`src/rtl/pipe_reg_chain.sv`:
```
// Elastic pipeline register chain: DEPTH stages of WIDTH-bit payload with
// valid/ready on both ends. SKID=1 adds a per-stage skid entry so every ready
// is a flop output; SKID=0 lets ready ripple combinationally down the chain.
module pipe_reg_chain #(
    parameter int WIDTH = 32,
    parameter int DEPTH = 2,
    parameter int SKID  = 1,
    localparam int CAP  = DEPTH * (1 + SKID),
    localparam int OW   = $clog2(CAP + 1)
) (
    input  logic             clk,
    input  logic             rst,
    input  logic             flush,
    input  logic             in_valid,
    output logic             in_ready,
    input  logic [WIDTH-1:0] in_data,
    output logic             out_valid,
    input  logic             out_ready,
    output logic [WIDTH-1:0] out_data,
    output logic [OW-1:0]    occupancy
);

    logic [DEPTH-1:0]            v_q, v_d;
    logic [DEPTH-1:0][WIDTH-1:0] d_q, d_d;
    logic [DEPTH-1:0]            rdy;   // stage k can take from its upstream
    logic [DEPTH-1:0]            up_v;
    logic [DEPTH-1:0][WIDTH-1:0] up_d;
    logic                        xfer_in, xfer_out;
    logic [OW-1:0]               occ_q, occ_d;

    // What each stage sees upstream: the chain input for stage 0, else the previous main reg
    always_comb begin
        up_v    = '0;
        up_d    = '0;
        up_v[0] = in_valid;
        up_d[0] = in_data;
        for (int k = 1; k < DEPTH; k++) begin
            up_v[k] = v_q[k-1];
            up_d[k] = d_q[k-1];
        end
    end

    // Held low during reset and on flush so nothing is accepted into a clearing pipe
    assign in_ready  = rst & ~flush & rdy[0];
    assign xfer_in   = in_valid & in_ready;
    assign out_valid = v_q[DEPTH-1];
    assign out_data  = d_q[DEPTH-1];
    assign xfer_out  = out_valid & out_ready;
    assign occupancy = occ_q;

    // Entry count tracks handshakes directly; flush empties everything
    always_comb begin
        occ_d = occ_q + OW'(xfer_in) - OW'(xfer_out);
        if (flush) occ_d = '0;
    end

    // Occupancy register
    always_ff @(posedge clk or negedge rst) begin
        if (!rst) occ_q <= '0;
        else      occ_q <= occ_d;
    end

    if (SKID != 0) begin : g_skid
        logic [DEPTH-1:0]            s_q, s_d;
        logic [DEPTH-1:0][WIDTH-1:0] sd_q, sd_d;
        logic [DEPTH-1:0]            dn_rdy;

        // Ready depends only on the skid flag, so no comb path from out_ready
        assign rdy = ~s_q;

        // Downstream ready of each stage: next stage's registered ready, or out_ready at the head
        always_comb begin
            dn_rdy          = '0;
            dn_rdy[DEPTH-1] = out_ready;
            for (int k = 0; k < DEPTH - 1; k++) dn_rdy[k] = rdy[k+1];
        end

        // Main/skid update: refill main from skid first so ordering stays FIFO
        always_comb begin
            v_d  = v_q;
            d_d  = d_q;
            s_d  = s_q;
            sd_d = sd_q;
            for (int k = 0; k < DEPTH; k++) begin
                if (v_q[k] && dn_rdy[k]) begin
                    if (s_q[k]) begin
                        d_d[k] = sd_q[k];
                        s_d[k] = 1'b0;
                    end else if (up_v[k] && rdy[k]) begin
                        d_d[k] = up_d[k];
                    end else begin
                        v_d[k] = 1'b0;
                    end
                end else if (up_v[k] && rdy[k]) begin
                    if (!v_q[k]) begin
                        v_d[k] = 1'b1;
                        d_d[k] = up_d[k];
                    end else begin
                        s_d[k]  = 1'b1;
                        sd_d[k] = up_d[k];
                    end
                end
            end
            // Flush drops all entries but leaves payload regs untouched
            if (flush) begin
                v_d  = '0;
                s_d  = '0;
                d_d  = d_q;
                sd_d = sd_q;
            end
        end

        // Stage registers
        always_ff @(posedge clk or negedge rst) begin
            if (!rst) begin
                v_q  <= '0;
                d_q  <= '0;
                s_q  <= '0;
                sd_q <= '0;
            end else begin
                v_q  <= v_d;
                d_q  <= d_d;
                s_q  <= s_d;
                sd_q <= sd_d;
            end
        end
    end else begin : g_flat
        // Ready ripples from the head back: a stage is free if empty or its successor moves
        always_comb begin
            rdy          = '0;
            rdy[DEPTH-1] = ~v_q[DEPTH-1] | out_ready;
            for (int k = DEPTH - 2; k >= 0; k--) rdy[k] = ~v_q[k] | rdy[k+1];
        end

        // A ready stage takes whatever its upstream offers, collapsing bubbles
        always_comb begin
            v_d = v_q;
            d_d = d_q;
            for (int k = 0; k < DEPTH; k++) begin
                if (rdy[k]) begin
                    v_d[k] = up_v[k];
                    if (up_v[k]) d_d[k] = up_d[k];
                end
            end
            if (flush) begin
                v_d = '0;
                d_d = d_q;
            end
        end

        // Stage registers
        always_ff @(posedge clk or negedge rst) begin
            if (!rst) begin
                v_q <= '0;
                d_q <= '0;
            end else begin
                v_q <= v_d;
                d_q <= d_d;
            end
        end
    end

endmodule

```
`config.mk`:
```
export PLATFORM = sky130hd
export DESIGN_NAME = pipe_reg_chain
export DESIGN_NICKNAME = d
export VERILOG_FILES = /design/src/rtl/pipe_reg_chain.sv
export SDC_FILE = /design/constraint.sdc
export NUM_CORES = 1
export LEC_CHECK = 0
export CAP_MARGIN = 20
export CORE_MARGIN = 1.5
export CORE_UTILIZATION = 25
export CTS_CLUSTER_DIAMETER = 200
export DETAILED_ROUTE_END_ITERATION = 8
export PLACE_DENSITY = 0.52
export SLEW_MARGIN = 20
export SYNTH_ARGS = -nofsm -noshare
export SYNTH_HDL_FRONTEND = slang
export SYNTH_SLANG_ARGS = --single-unit
```
`constraint.sdc`:
```
create_clock -name clk -period 2.2 [get_ports clk]
set_clock_uncertainty 0.2 [all_clocks]
set_input_delay 0.33 -clock clk [delete_from_list [all_inputs] [get_ports clk]]
set_output_delay 0.33 -clock clk [all_outputs]
set_load 0.05 [all_outputs]
```
==> out/results.tsv, run 1 <==
metric	value	unit
min_path_type	reg -> reg	
die_w	162	um
ant_nets	0	
slew_viol_final	0	
maxCapViolations	0	
tightestPinTransition	747	ps
synthesis.nets	454	
synth_top_area_frac	0.534	
drtIter0Drc	77	
period_needed	2130	ps
port_buffers	73	
placed_cell_area	7310	um^2
post-route-cell-area	7960	um^2
fin_nets	513	
rows	58	
grtUsageMet1	0.121	
wl	12.4	mm
syn_avg_cell_area	15.3	um^2
n_antenna_cell	0	
crit_path_end_kind	primary output	
cts-root-buf	clkbuf_16	
synthArstFlopShare	1.00	
clock_path_buffers	2	
wl_per_cell	15.2	um
ys_types	27	
worstSkewPairLatency	410	ps
cp_max_fo	2	
r2r_setup_slack	120	ps
timing.final.ws_setup	75.0	ps
vdd_drop_max	0.463	mV
cts_buffers	17	
grt_pass1_wl	20.2	mm
gp_congestion	0.767	
p_per_area	1100	nW/um^2
synth-seq-cells	135	
ys_seq_area_frac	0.534	
path_delay_family	buffers and inverters	
clkTransAtPathRegs	60	ps
fill_cells	2476	
ys_warn_count	0	
finalHoldViolations	0	
first_global_vias	3768	
grt_max_degree	136	
grt.overflow.total	0	
fin_crit_sh	0.966	
slowest_delay	820	ps
rsz0062_at_grt	true	
path_buf_inv	1	
initial_core_util	0.253	
layout-drive-gt1-share	0.514	
htreeDepth	4	
cp_cell_sequence	clkdlybuf4s50_1	
power.leakage	3.45	nW
synth_cells	414	
die_h	162	um
gr-usage-met3	0.0276	
pre_cts_slack	-305	ps
met2_usage	0.170	
yosys.area.top_type	dfrtp_1	
dr.pass1.iters	4	
synth_area_leaders	dfrtp_1, mux2_2, buf_4, mux2_4, buf_6	
slew_headroom	0.502	
dp_hpwl	7.78	mm
fmax	471	MHz
critPathKind	reg -> out	
required	1670	ps
worst-endpoint-arrival	1600	ps
cp_slowest_cell	clkdlybuf4s50_1	
cts_tree	built	
synth_edf_count	0	
top_usage_layer	met2	
post_layout_nonfiller_instances	816	
synth_area	6330	um^2
vias	3342	
p_total	8.79	mW
cp-start-kind	flip-flop	
grt.total_usage	0.101	
synth_top_flop_cell	dfrtp_1	
fin_util	0.318	
antenna_found_initial	0	
io_pins	74	
setup_viol	0	
cts_sinks	135	
coreArea	25000	um^2
post-route-drc-count	0	
status	complete, no violations	
viasPerCell	4.10	
die_area	26300	um^2
area_growth	25.8	%
dp.cells	783	
## cells in the final DEF, fill, tap and decap left out, drive strengths merged
cell type and count:
mux2 192, dfrtp 135, clkdlybuf4s50 68, buf 22, clkbuf 18, inv 8
a21oi 4, bufinv 4, nand2 4, clkinvlp 3, nor3 3, clkinv 3
nor2 2, nand2b 2, a221oi 2, o21ai 2, ha 2, dlygate4sd2 2
and2 1, nor2b 1, nor3b 1, xor2 1, xnor2 1, nand3 1
nand3b 1, nor4b 1, fa 1, dlygate4sd3 1
## cell type report
class,instances,area [um^2],share of cell area
clock inverter,14,196,0.0247
sequential,135,3380,0.425
multi-input combinational,222,2530,0.318
tap,330,413,0.0519
timing repair buffer,93,990,0.124
inverter,4,15.0,0.00189
clock buffer,18,439,0.0552
## Yosys cell counts, drive strengths merged, types with 2 or more instances
master / number
nand2b: 2
nor3: 3
ha: 2
buf: 53
o21ai: 2
dfrtp: 135
a21oi: 4
nor2: 2
nand2: 4
inv: 4
mux2: 192
a221oi: 2
## state kept, by name, summed over array words and instances, names as in the netlist
signal,flops
v_q,2
d_q,32
out_data,32
g_skid.sd_q,64
g_skid.s_q,2
occupancy,3
## kinds of logic (layout without fill, tap and decap cells)
family	Yosys count	count (layout)	share of synthesized area
muxes	192	192	0.347
DFF	135	135	0.534
buffers and inverters	57	129	0.0714
and+or+nand+nor	17	17	0.0245
AOI/OAI and AO/OA	8	8	0.0130
adders and majority gates	3	3	0.00712
xor gates and xnor gates	2	2	0.00277
## metrics by stage
step | hold WS [ps] | setup TNS (ps)
after floorplan | -166 | -464
after global placement | 263 | -8910
after detailed placement | 271 | -10150
after CTS | 284 | 0
after global routing | 298 | -23.3
final | 282 | 0
## final timing paths
kind | from | to | cells past startpoint
max | out_data[16] | out_data[16] | 1
min | g_skid.sd_q[46] | g_skid.sd_q[46] | 1
max reg2reg | g_skid.s_q[0] | occupancy[1] | 8
min reg2reg | g_skid.sd_q[46] | g_skid.sd_q[46] | 1
max in group asynchronous | rst | g_skid.s_q[0] | 3
min in group asynchronous | rst | out_data[11] | 3
## power by group
part | leakage [nW] | total, mW | internal (mW) | switching, mW
Combinational | 1.44 | 2.37 | 1.06 | 1.31
Clock | 0.304 | 3.08 | 1.94 | 1.14
Sequential | 1.70 | 3.34 | 3.03 | 0.308
Total | 3.45 | 8.79 | 6.03 | 2.76
## layer usage
metal	vias up	share of wire	wire length, um
li1	1558	-	-
met1	1713	0.44	5450
met2	54	0.51	6280
met3	17	0.032	392
met4	0	0.023	281
met5	-	0	0
## what timing repair did
action | in CTS | in global routing
setup buffers | 0 | 0
resized for setup | 2 | 1
pin swaps | 0 | 0
hold buffers | 1 | 0
setup endpoints to repair | 2 | 1
cloned | 0 | 0
hold endpoints to repair | 135 | 0
Note: power is estimated with default switching activity, not from simulation.
==> run 2: changes to the inputs <==
--- a/config.mk
+++ b/config.mk
@@ -11,6 +11,7 @@
 export CTS_CLUSTER_DIAMETER = 200
 export DETAILED_ROUTE_END_ITERATION = 8
 export PLACE_DENSITY = 0.52
+export REMOVE_ABC_BUFFERS = 1
 export SLEW_MARGIN = 20
 export SYNTH_ARGS = -nofsm -noshare
 export SYNTH_HDL_FRONTEND = slang
==> run 2 against run 1 <==
Compared with the run above:
- sequential power hardly changed
- hold slack improved by 0.55 ps
- combinational power about the same
- via count rose by 1.2%
- sequential cell count is the same
- sequential share of layout area grew 0.071 points
- critical path type unchanged
- critical endpoint is now out_data[18]
- largest cell class unchanged
==> out/results.tsv, run 2 (same netlist as run 1, synthesis figures left out) <==
metric	value	unit	change
cp_max_fo	2		unchanged
grt.overflow.total	0		unchanged
cp_slowest_cell	clkdlybuf4s50_1		
critPathKind	reg -> out		
final_common_cell	mux2_2		
fin_crit_sh	0.963		-0.00255
n_antenna_cell	0		unchanged
gp_congestion	0.714		-6.9%
first_global_vias	3783		+0.40%
layout-drive-gt1-share	0.508		-0.00621
fin_nets	515		+0.39%
htreeDepth	4		unchanged
die_h	162	um	unchanged
port_buffers	73		unchanged
cts_tree	built		
r2r_cells	6		-2
top_register	g_skid.sd_q		
p_per_area	1070	nW/um^2	-3.4%
post-route-drc-count	0		unchanged
dp.cells	783		unchanged
min_delay_path_depth	1		unchanged
cts_buffers	17		unchanged
grt_max_degree	136		unchanged
status	complete, no violations		
worst-endpoint-arrival	1590	ps	about the same
path_delay_family	buffers and inverters		
worstSkewPairLatency	410	ps	about the same
dr.pass1.iters	4		unchanged
wl_per_cell	15.1	um	-0.53%
dp_hpwl	7.84	mm	+0.82%
min_path_type	reg -> reg		
area_growth	25.5	%	
die_area	26300	um^2	unchanged
path_depth	1		unchanged
final_cell_mix	mux2_2, dfrtp_1, clkdlybuf4s50_1		
grt.total_usage	0.101		+0.000467
power.leakage	3.46	nW	+0.30%
largest_register_ff_count	64		unchanged
maxCapViolations	0		unchanged
drtIter0Drc	72		-6.5%
wl	12.4	mm	-0.29%
viasPerCell	4.13		+0.95%
antenna_found_initial	0		unchanged
cp_cell_sequence	clkdlybuf4s50_1		
required	1670	ps	about the same
setup_viol	0		unchanged
die_w	162	um	unchanged
initial_core_util	0.253		unchanged
rsz0062_at_grt	false		
ant_nets	0		unchanged
path_buf_inv	1		unchanged
placed_cell_area	7330	um^2	+0.31%
grt_pass1_wl	20.3	mm	+0.62%
cts-root-buf	clkbuf_16		
r2r_setup_slack	100	ps	-20 ps
vias	3382		+1.2%
period_needed	2120	ps	-5.62 ps
crit_path_end_kind	primary output		
cts_sinks	135		unchanged
cp-start-kind	flip-flop		
p_total	8.48	mW	-3.6%
clock_path_buffers	2		unchanged
fmax	472	MHz	+0.27%
io_pins	74		unchanged
rows	58		unchanged
finalHoldViolations	0		unchanged
clkTransAtPathRegs	60	ps	about the same
slew_headroom	0.491		-0.0111
tightestPinTransition	764	ps	+16.6 ps
slowest_delay	820	ps	about the same
post-route-cell-area	7940	um^2	-0.20%
vdd_drop_max	0.392	mV	-15%
post_layout_nonfiller_instances	818		+0.25%
coreArea	25000	um^2	unchanged
slew_viol_final	0		unchanged
==> run 2: cell count changes in the layout (fill, tap and decap cells not counted), sizes merged <==
| cell | change |
|---|---|
| dlygate4sd2 | -1 |
| clkinv | +4 |
| dlymetal6s2s | +2 |
| clkbuf | +2 |
| buf | +2 |
| inv | -4 |
| bufinv | -2 |
| clkdlybuf4s50 | -1 |
==> run 2: area by class of cell <==
| type | count | area [um^2] |
|---|---|---|
| sequential | 135 | 3380 |
| clock buffer | 20 | 447 |
| fill | 2500 | 17100 |
| inverter | 4 | 15.0 |
| clock inverter | 12 | 129 |
| multi-input combinational | 222 | 2510 |
| tap | 330 | 413 |
| timing repair buffer | 95 | 1050 |
==> run 2: report_power, final <==
part           switching [mW]  total, mW  internal, mW  leakage [nW]
clock                    1.08       2.77          1.69         0.276
sequential              0.310       3.34          3.03          1.70
combinational            1.30       2.37          1.06          1.48
total                    2.69       8.48          5.79          3.46
==> run 2: worst paths after layout <==
kind,start,endpoint
worst max-delay path,out_data[18],out_data[18]
worst min-delay path,g_skid.sd_q[43],g_skid.sd_q[43]
worst max register to register,g_skid.s_q[0],d_q[28]
worst min register to register,g_skid.sd_q[43],g_skid.sd_q[43]
max in group asynchronous,rst,d_q[1]
min in group asynchronous,rst,out_data[18]
==> run 2: timing repair <==
item	CTS	global route
pin swaps	0	2
hold buffers	1	0
setup endpoints to repair	1	4
hold endpoints to repair	135	0
setup buffers	0	2
gates resized for setup	1	4
==> run 2: through the flow <==
stage / TNS [ps] / util / setup slack (ps) / hold WS, ps
after floorplan: -57290 / - / -1010 / -166
after global routing: 0 / 0.317 / 11.5 / 293
after global placement: -8650 / 0.293 / -285 / 263
final: 0 / 0.317 / 80.6 / 283
after CTS: 0 / 0.316 / 1.53 / 285
after detailed placement: -10790 / 0.293 / -362 / 272
==> run 2: routing by layer <==
metal / global-route usage / vias up / wire length, um
met5: 0 / - / 0
met1: 0.132 / 1751 / 6030
li1: - / 1569 / -
met2: 0.161 / 49 / 5820
met3: 0.0286 / 13 / 371
met4: 0.0367 / 0 / 147
==> run 3: changes to the inputs <==
--- a/config.mk
+++ b/config.mk
@@ -7,12 +7,13 @@
 export LEC_CHECK = 0
 export CAP_MARGIN = 20
 export CORE_MARGIN = 1.5
-export CORE_UTILIZATION = 25
+export CORE_UTILIZATION = 40
 export CTS_CLUSTER_DIAMETER = 200
 export DETAILED_ROUTE_END_ITERATION = 8
-export PLACE_DENSITY = 0.52
+export HOLD_SLACK_MARGIN = 0.03
+export PLACE_DENSITY = 0.72
 export REMOVE_ABC_BUFFERS = 1
-export SLEW_MARGIN = 20
+export SLEW_MARGIN = 15
 export SYNTH_ARGS = -nofsm -noshare
 export SYNTH_HDL_FRONTEND = slang
 export SYNTH_SLANG_ARGS = --single-unit
==> run 3 against run 2 <==
Compared with the run above:
- first-iteration DRC count up 50%
- register-to-register slack barely moved
- sequential share of layout area increased by 1.2 points
- sequential cell count did not move
- maximum frequency down 0.18%
- highest routed layer unchanged
- wire length is 5.6% lower
- count of clock-buffer cells in the layout increased by 2
- die area down 37%
- worst setup slack worse by 3.8 ps
- total power fell by 2.1%
- via count up 0.44%
==> out/results.tsv, run 3 (same netlist as run 1, synthesis figures left out) <==
metric	value	unit	change
grt.overflow.total	0		unchanged
final_common_cell	mux2_2		
vias	3397		+0.44%
grt_max_degree	136		unchanged
viasPerCell	4.87		+18%
htreeDepth	4		unchanged
worstSkewPairLatency	410	ps	about the same
clkTransAtPathRegs	60	ps	about the same
timing.hold.ws	287	ps	+3.85 ps
p_per_area	1070	nW/um^2	+0.51%
antenna_found_initial	0		unchanged
cp-start-kind	flip-flop		
path_buf_inv	1		unchanged
port_buffers	73		unchanged
vdd_drop_max	0.572	mV	+46%
finalHoldViolations	0		unchanged
timing.final.ws_setup	76.8	ps	-3.80 ps
die_w	129	um	-21%
coreArea	15300	um^2	-39%
min_path_type	reg -> reg		
cts_sinks	135		unchanged
fin_nets	515		unchanged
cp_max_fo	2		unchanged
die_h	129	um	-21%
required	1670	ps	about the same
initial_core_util	0.413		+0.160
fill_cells	1294		-48%
cp_slowest_cell	clkdlybuf4s50_1		
setup_viol	0		unchanged
rows	45		-22%
power.leakage	3.43	nW	-1.0%
post-route-drc-count	0		unchanged
io_pins	74		unchanged
die_area	16600	um^2	-37%
n_antenna_cell	0		unchanged
path_delay_family	buffers and inverters		
gp_congestion	0.700		-1.9%
clock_path_buffers	2		unchanged
fmax	471	MHz	-0.18%
wl	11.7	mm	-5.6%
area_growth	22.2	%	
slew_headroom	0.526		+0.0352
crit_path_end_kind	primary output		
fin_crit_sh	0.965		+0.00173
status	complete, no violations		
slowest_delay	810	ps	about the same
worst-endpoint-arrival	1590	ps	about the same
wl_per_cell	16.7	um	+11%
maxCapViolations	0		unchanged
top_register	g_skid.sd_q		
final_cell_mix	mux2_2, dfrtp_1, clkdlybuf4s50_1		
fin_util	0.505		+0.188
ant_nets	0		unchanged
rsz0062_at_grt	false		
dp_hpwl	7.46	mm	-4.9%
first_global_vias	3834		+1.3%
slew_viol_final	0		unchanged
period_needed	2120	ps	+3.80 ps
drtIter0Drc	108		+50%
cts_tree	built		
cts_buffers	17		unchanged
dr.pass1.iters	4		unchanged
grt_pass1_wl	19.5	mm	-3.7%
critPathKind	reg -> out		
layout-drive-gt1-share	0.503		-0.00512
largest_register_ff_count	64		unchanged
grt.total_usage	0.155		+0.0533
pre_cts_slack	-366	ps	-4.73 ps
cp_cell_sequence	clkdlybuf4s50_1		
tightestPinTransition	711	ps	-52.7 ps
cts-root-buf	clkbuf_16		
run 3: cell count changes in the layout (fill, tap and decap cells not counted):
cell             before  now
buf_12               12   11
buf_4                11   12
bufinv_16             2    1
clkbuf_1              2    4
clkdlybuf4s50_1      67   69
clkinv_2              4    6
clkinv_4              3    1
clkinvlp_4            3    0
dlymetal6s2s_1        2    0
inv_6                 0    1
run 3: layer usage:
| metal | track usage | vias up | wire length [um] |
|---|---|---|---|
| met2 | 0.262 | 54 | 6020 |
| li1 | - | 1556 | - |
| met3 | 0.0308 | 17 | 304 |
| met1 | 0.192 | 1770 | 5180 |
| met4 | 0.0694 | 0 | 176 |
| met5 | 0 | - | 0 |
run 3: repair_timing:
item | CTS | global route
buffers inserted | 0 | 1
gates resized for setup | 2 | 1
endpoints found under the setup margin | 2 | 1
hold buffers | 1 | 0
hold endpoints to repair | 135 | 0
pin swaps | 0 | 2
run 3: per-stage QoR:
step	instance area, um^2	power (mW)	setup TNS [ps]	std cells
floorplan	5890	4.90	-57290	361
global placement	7180	5.71	-8080	665
detailed placement	7180	5.78	-9290	665
CTS	7720	8.41	0	697
global route	7730	8.67	0	698
finish	7730	8.30	0	698
run 3: worst paths after layout:
kind | startpoint | endpoint | slack, ps | cells past startpoint
worst max-delay path | out_data[0] | out_data[0] | 80 | 1
worst min-delay path | g_skid.sd_q[48] | g_skid.sd_q[48] | 290 | 1
worst max register to register | g_skid.s_q[0] | d_q[13] | 90 | 6
worst min register to register | g_skid.sd_q[48] | g_skid.sd_q[48] | 290 | 1
max in group asynchronous | rst | out_data[28] | 850 | 3
min in group asynchronous | rst | occupancy[0] | 440 | 3
run 3: layout make-up:
cell class                      instances  area [um^2]  share of cell area
Clock buffer                           22          454              0.0587
Clock inverter                          9         77.6              0.0100
Inverter                                4         15.0             0.00194
Multi-Input combinational cell        222         2510               0.325
Sequential cell                       135         3380               0.437
Tap cell                              211          264              0.0341
Timing Repair Buffer                   95         1030               0.133
run 3: where the power goes:
| part | total (mW) | switching [mW] | internal [mW] |
|---|---|---|---|
| logic | 2.37 | 1.31 | 1.07 |
| clock network | 2.57 | 1.01 | 1.57 |
| registers | 3.35 | 0.316 | 3.03 |
| total | 8.30 | 2.63 | 5.67 |
==> patch 1 (config.mk and constraints of run 3) <==
`WIDTH`: 32 -> 40.
--- a/src/rtl/pipe_reg_chain.sv
+++ b/src/rtl/pipe_reg_chain.sv
@@ -3,5 +3,5 @@
 // is a flop output; SKID=0 lets ready ripple combinationally down the chain.
 module pipe_reg_chain #(
-    parameter int WIDTH = 32,
+    parameter int WIDTH = 40,
     parameter int DEPTH = 2,
     parameter int SKID  = 1,
Ports: changed (resized in_data and out_data); port bits go from 74 to 90. No check against the original RTL was run, so the function may have changed too.
==> patch 1 against run 3 <==
  * Sequential cell count is 32 higher
  * Synthesized area is 20% higher
  * Cell area is 20% higher
  * Routed wire length is 20% higher
  * Clock power is 17% higher
  * Utilization is 0.67 points lower
  * Global-route usage is 0.33 points lower
  * Power is 16% higher
  * Setup slack worse by 0.015 ns
  * Highest routed layer unchanged
==> patch 1: results (changes against run 3) <==
stage,metric,value,unit,change
grt,first-pass GRT wire length,23.3,mm,was 19.5 mm
grt,largest net degree at the start of global routing,82,,was 136
hold_path,worst hold path class,input port to async pin,,was flop to flop
synth,"Seq/Total Area, Yosys",55.1,%,was 53.4%
drt,drt first-iter violations,94,,was 108
grt,vias in the first global route,4454,,"was 3,834"
drt,drt via density,5.00,,was 4.87
finish,fillers,1595,,"was 1,294"
drt,DR WL met2,6.91,mm,was 6.02 mm
critical_path,reg2reg path depth,5,,was 6
critical_path,Reg-to-Reg End,g_skid.sd_q[36],,was d_q[13]
outcome,status,finished clean,,unchanged
power_and_ir_drop,leakage power,4.17,nW,was 3.43 nW
synth,Commonest cells post-synth,"200 x mux2_2, 167 x dfrtp_1, 44 x buf_4",,"was 172 x mux2_2, 135 x dfrtp_1, 36 x buf_4"
power_and_ir_drop,VDD IR-drop max,0.535,mV,was 0.572 mV
drt,final wirelength,14.0,mm,was 11.7 mm
synth,post-synthesis mux area share,35.6,%,was 34.7%
placed_design,port bufs,89,,was 73
drt,wl on met1,6.43,mm,was 5.18 mm
power_and_ir_drop,PD cells,1040,nW/µm²,was 1070 nW/µm²
critical_path,Critical path origin,out_data[8],,was out_data[0]
finish,nets,621,,was 515
critical_path,Arrival @ worst endpoint,1.61,ns,was 1.59 ns
critical_path,crit path capture,out_data[8],,was out_data[0]
finish,max reg flops,80,,was 64
-- patch 1: changes by cell type after synthesis, sizes merged, moves of 2 or more --
| cell | change |
|---|---|
| dfrtp | +32 |
| clkbuf | +5 |
| buf | +8 |
| nor3 | -2 |
| nand2 | -2 |
| mux2 | +48 |
-- patch 1: metrics by stage --
stage | cell area (µm²) | util [%] | worst slack, ns
floorplan | 7130 | - | -2.15
global placement | 8640 | 46.3 | -0.349
detailed placement | 8640 | 46.3 | -0.359
CTS | 9250 | 49.6 | 0.000949
global route | 9290 | 49.8 | 0.00976
finish | 9290 | 49.8 | 0.0615
-- patch 1: worst reg2reg max path, stage by stage, from the launching register on --
cell      delay, ns
dfrtp_1        0.40
buf_4          0.17
nand2b_1       0.16
or3_2          0.51
buf_12         0.20
mux2_1         0.34
-- patch 1: layout make-up --
cell class	count	share of cell area, %
clock buffers	21	4.85
clock inverters	11	1.62
inverters	5	0.202
multi-input cells	269	31.9
flip-flops and latches	167	45.0
well taps	234	3.15
repair buffers	113	13.3
==> patch 2 (settings of run 3) <==
Made on the original files. Make the reset (`rst`) synchronous in 3 clocked blocks.
--- a/src/rtl/pipe_reg_chain.sv
+++ b/src/rtl/pipe_reg_chain.sv
@@ -56,5 +56,5 @@
 
     // Occupancy register
-    always_ff @(posedge clk or negedge rst) begin
+    always_ff @(posedge clk) begin
         if (!rst) occ_q <= '0;
         else      occ_q <= occ_d;
@@ -112,5 +112,5 @@
 
         // Stage registers
-        always_ff @(posedge clk or negedge rst) begin
+        always_ff @(posedge clk) begin
             if (!rst) begin
                 v_q  <= '0;
@@ -150,5 +150,5 @@
 
         // Stage registers
-        always_ff @(posedge clk or negedge rst) begin
+        always_ff @(posedge clk) begin
             if (!rst) begin
                 v_q <= '0;
Behaviour: differs if rst is asserted again (counterexample within 4 cycles, from zero or initial values and one cycle with rst low); with rst held inactive, the same outputs for 4 cycles.
==> patch 2 against run 3 <==
  * The flow now finishes with violations (negative setup slack)
  * Cell area is 3.1% higher
  * Routed wire length up 42%
  * Synthesized cell count increased by 80%
  * Register-to-register slack worse by 0.09 ns
  * Utilization decreased by 0.10 points
  * Setup slack worse by 0.080 ns
  * Sequential share of layout area is 9.8 points lower
  * Synthesized area up 2.4%
  * Final cell count is 41% higher
  * Via count up 66%
  * Hold slack worse by 0.055 ns
  * Sequential cell count did not move
Power is not compared: it rests on default switching activity, and its combinational part moved more than twofold at a synthesized area within 25%.
==> patch 2: results (changes against run 3) <==
stage,metric,value,unit,change
outcome,status,"finished, violations left",,was finished clean
outcome,violated checks,negative setup slack,,
finish,fillers,1415,,"was 1,294"
grt,vias in the first global route,5007,,"was 3,834"
placed_design,post-detail-place hpwl,9.82,mm,was 7.46 mm
synth,Synth Area in Compound Gates,33.1,%,was 1.30%
synth,post-synthesis mux area share,0.154,%,was 34.7%
clocking,Root Driver,clkbuf_16,,unchanged
synth,YS warnings,0,,unchanged
placed_design,RD Place Congestion,0.787,,was 0.700
grt,first-pass GRT wire length,26.7,mm,was 19.5 mm
synth,Synth area leaders,"dfxtp_1 42%, o221a_1 5.0%, a21oi_1 5.0%",,"was dfrtp_1 53%, mux2_2 31%, buf_4 4.3%"
finish,max reg flops,64,,unchanged
synth,Commonest cells post-synth,"135 x dfxtp_1, 65 x a21oi_1, 64 x nand2_1",,"was 172 x mux2_2, 135 x dfrtp_1, 36 x buf_4"
finish,ratio of cells with drive above 1 in the final layout,11.0,%,was 50.3%
die,FP Rows,46,,was 45
sta,Slew @ Worst Pin,0.675,ns,was 0.711 ns
drt,drt via density,5.72,,was 4.87
critical_path,Arrival @ worst endpoint,2.31,ns,was 1.59 ns
synth,ys async rst share,0,%,was 100%
grt,largest net degree at the start of global routing,65,,was 136
placed_design,port bufs,73,,unchanged
finish,nets,799,,was 515
grt,Total GRT Usage,20.0,%,was 15.5%
hold_path,worst hold path class,input port to flop,,was flop to flop
sta,final worst setup slack,-0.00366,ns,was 0.0768 ns
sta,# setup viols final,1,,was 0
drt,drt first-iter violations,739,,was 108
grt,initial antenna violation count,0,,unchanged
synth,XOR/XNOR Fraction of Synth Area,0.270,%,was 0.277%
synth,"Top FF cell, synth",dfxtp_1,,was dfrtp_1
critical_path,Max stage delay on crit path,0.34,ns,was 0.81 ns
synth,"Seq/Total Area, Yosys",41.7,%,was 53.4%
drt,average wire per standard cell,16.9,µm,was 16.7 µm
clocking,CTS Buf Count,17,,unchanged
critical_path,crit path max-delay cell type,fa_2,,was clkdlybuf4s50_1
sta,setup TNS,-0.00366,ns,was 0 ns
drt,drt first pass iters,5,,was 4
finish,Antenna Cells,0,,unchanged
synth,Synth Area in Adders,1.08,%,was 0.712%
synth,"Distinct cells, synth",40,,was 27
==> patch 2: changes by cell type after synthesis, sizes merged, moves of 34 or more <==
| cell | change |
|---|---|
| a21oi | +61 |
| inv | +34 |
| dfrtp | -135 |
| clkbuf | +57 |
| nand2 | +60 |
| and3 | +34 |
| mux2 | -192 |
| dfxtp | +135 |
==> patch 2: report_power, final <==
group	switching, mW	internal, mW
Sequential	0.0532	2.50
Clock	0.994	1.65
Combinational	0.296	0.252
Total	1.34	4.40
==> patch 2: timing repair <==
item,in CTS,in global routing
setup buffers,3,0
gates cloned,2,0
setup endpoints to repair,2,34
gates resized for setup,19,5
pin swaps,5,4
==> patch 2: metal layers <==
| metal | vias to the layer above | GRT usage (%) | part of all wire (%) |
|---|---|---|---|
| li1 | 2731 | - | - |
| met1 | 2700 | 28.0 | 47 |
| met2 | 170 | 31.0 | 46 |
| met3 | 23 | 3.57 | 5.7 |
| met4 | 0 | 6.67 | 1.5 |
| met5 | - | 0 | 0 |
==> patch 2: path summary, 6_finish.rpt <==
check / start / end / slack (ns) / cells past startpoint
setup / recovery: g_skid.s_q[0] / occupancy[2] / -0.004 / 11
hold reg to reg: g_skid.sd_q[36] / out_data[4] / 0.27 / 2
setup reg to reg: g_skid.s_q[0] / occupancy[2] / -0.004 / 11
hold / removal: rst / occupancy[0] / 0.23 / 4
==> patch 2: layout make-up <==
cell class | count | share of cell area [%]
multi-input cells | 454 | 38.8
flip-flops and latches | 135 | 33.9
repair buffers | 111 | 15.4
clock buffers | 25 | 6.21
well taps | 216 | 3.39
inverters | 38 | 1.79
clock inverters | 4 | 0.565
==> patch 2: logic make-up (layout without fill, tap and decap cells) <==
logic type	after synthesis	count (layout)
AND/OR/NAND/NOR	154	154
AO/OA/AOI/OAI	292	292
adder cells (fa/ha/maj)	5	5
flip-flops	135	135
buffers and inverters	157	178
XOR/XNOR	2	2
multiplexers	1	1
==> patch 2: stage by stage <==
| stage | setup WS (ns) | std cells | hold slack (ns) | cell area (µm²) | utilization [%] |
|---|---|---|---|---|---|
| 2_1_floorplan | -1.63 | 627 | 0.248 | 5850 | - |
| 3_3_place_gp | -0.516 | 950 | 0.261 | 7280 | 46.0 |
| 3_5_place_dp | -0.589 | 950 | 0.267 | 7280 | 46.0 |
| 4_1_cts | -0.0432 | 983 | 0.210 | 7950 | 50.3 |
| 5_1_grt | -0.0741 | 983 | 0.270 | 7980 | 50.4 |
| 6_report | -0.00366 | 983 | 0.232 | 7980 | 50.4 |
==> patch 2: worst max-delay path, delay by kind of cell, from the launching register on <==
family                     cells  cell delay, ns
adders and majority gates      3            0.66
DFF                            1            0.32
xor gates and xnor gates       2            0.29
and+or+nand+nor                3            0.43
buffers and inverters          3            0.20
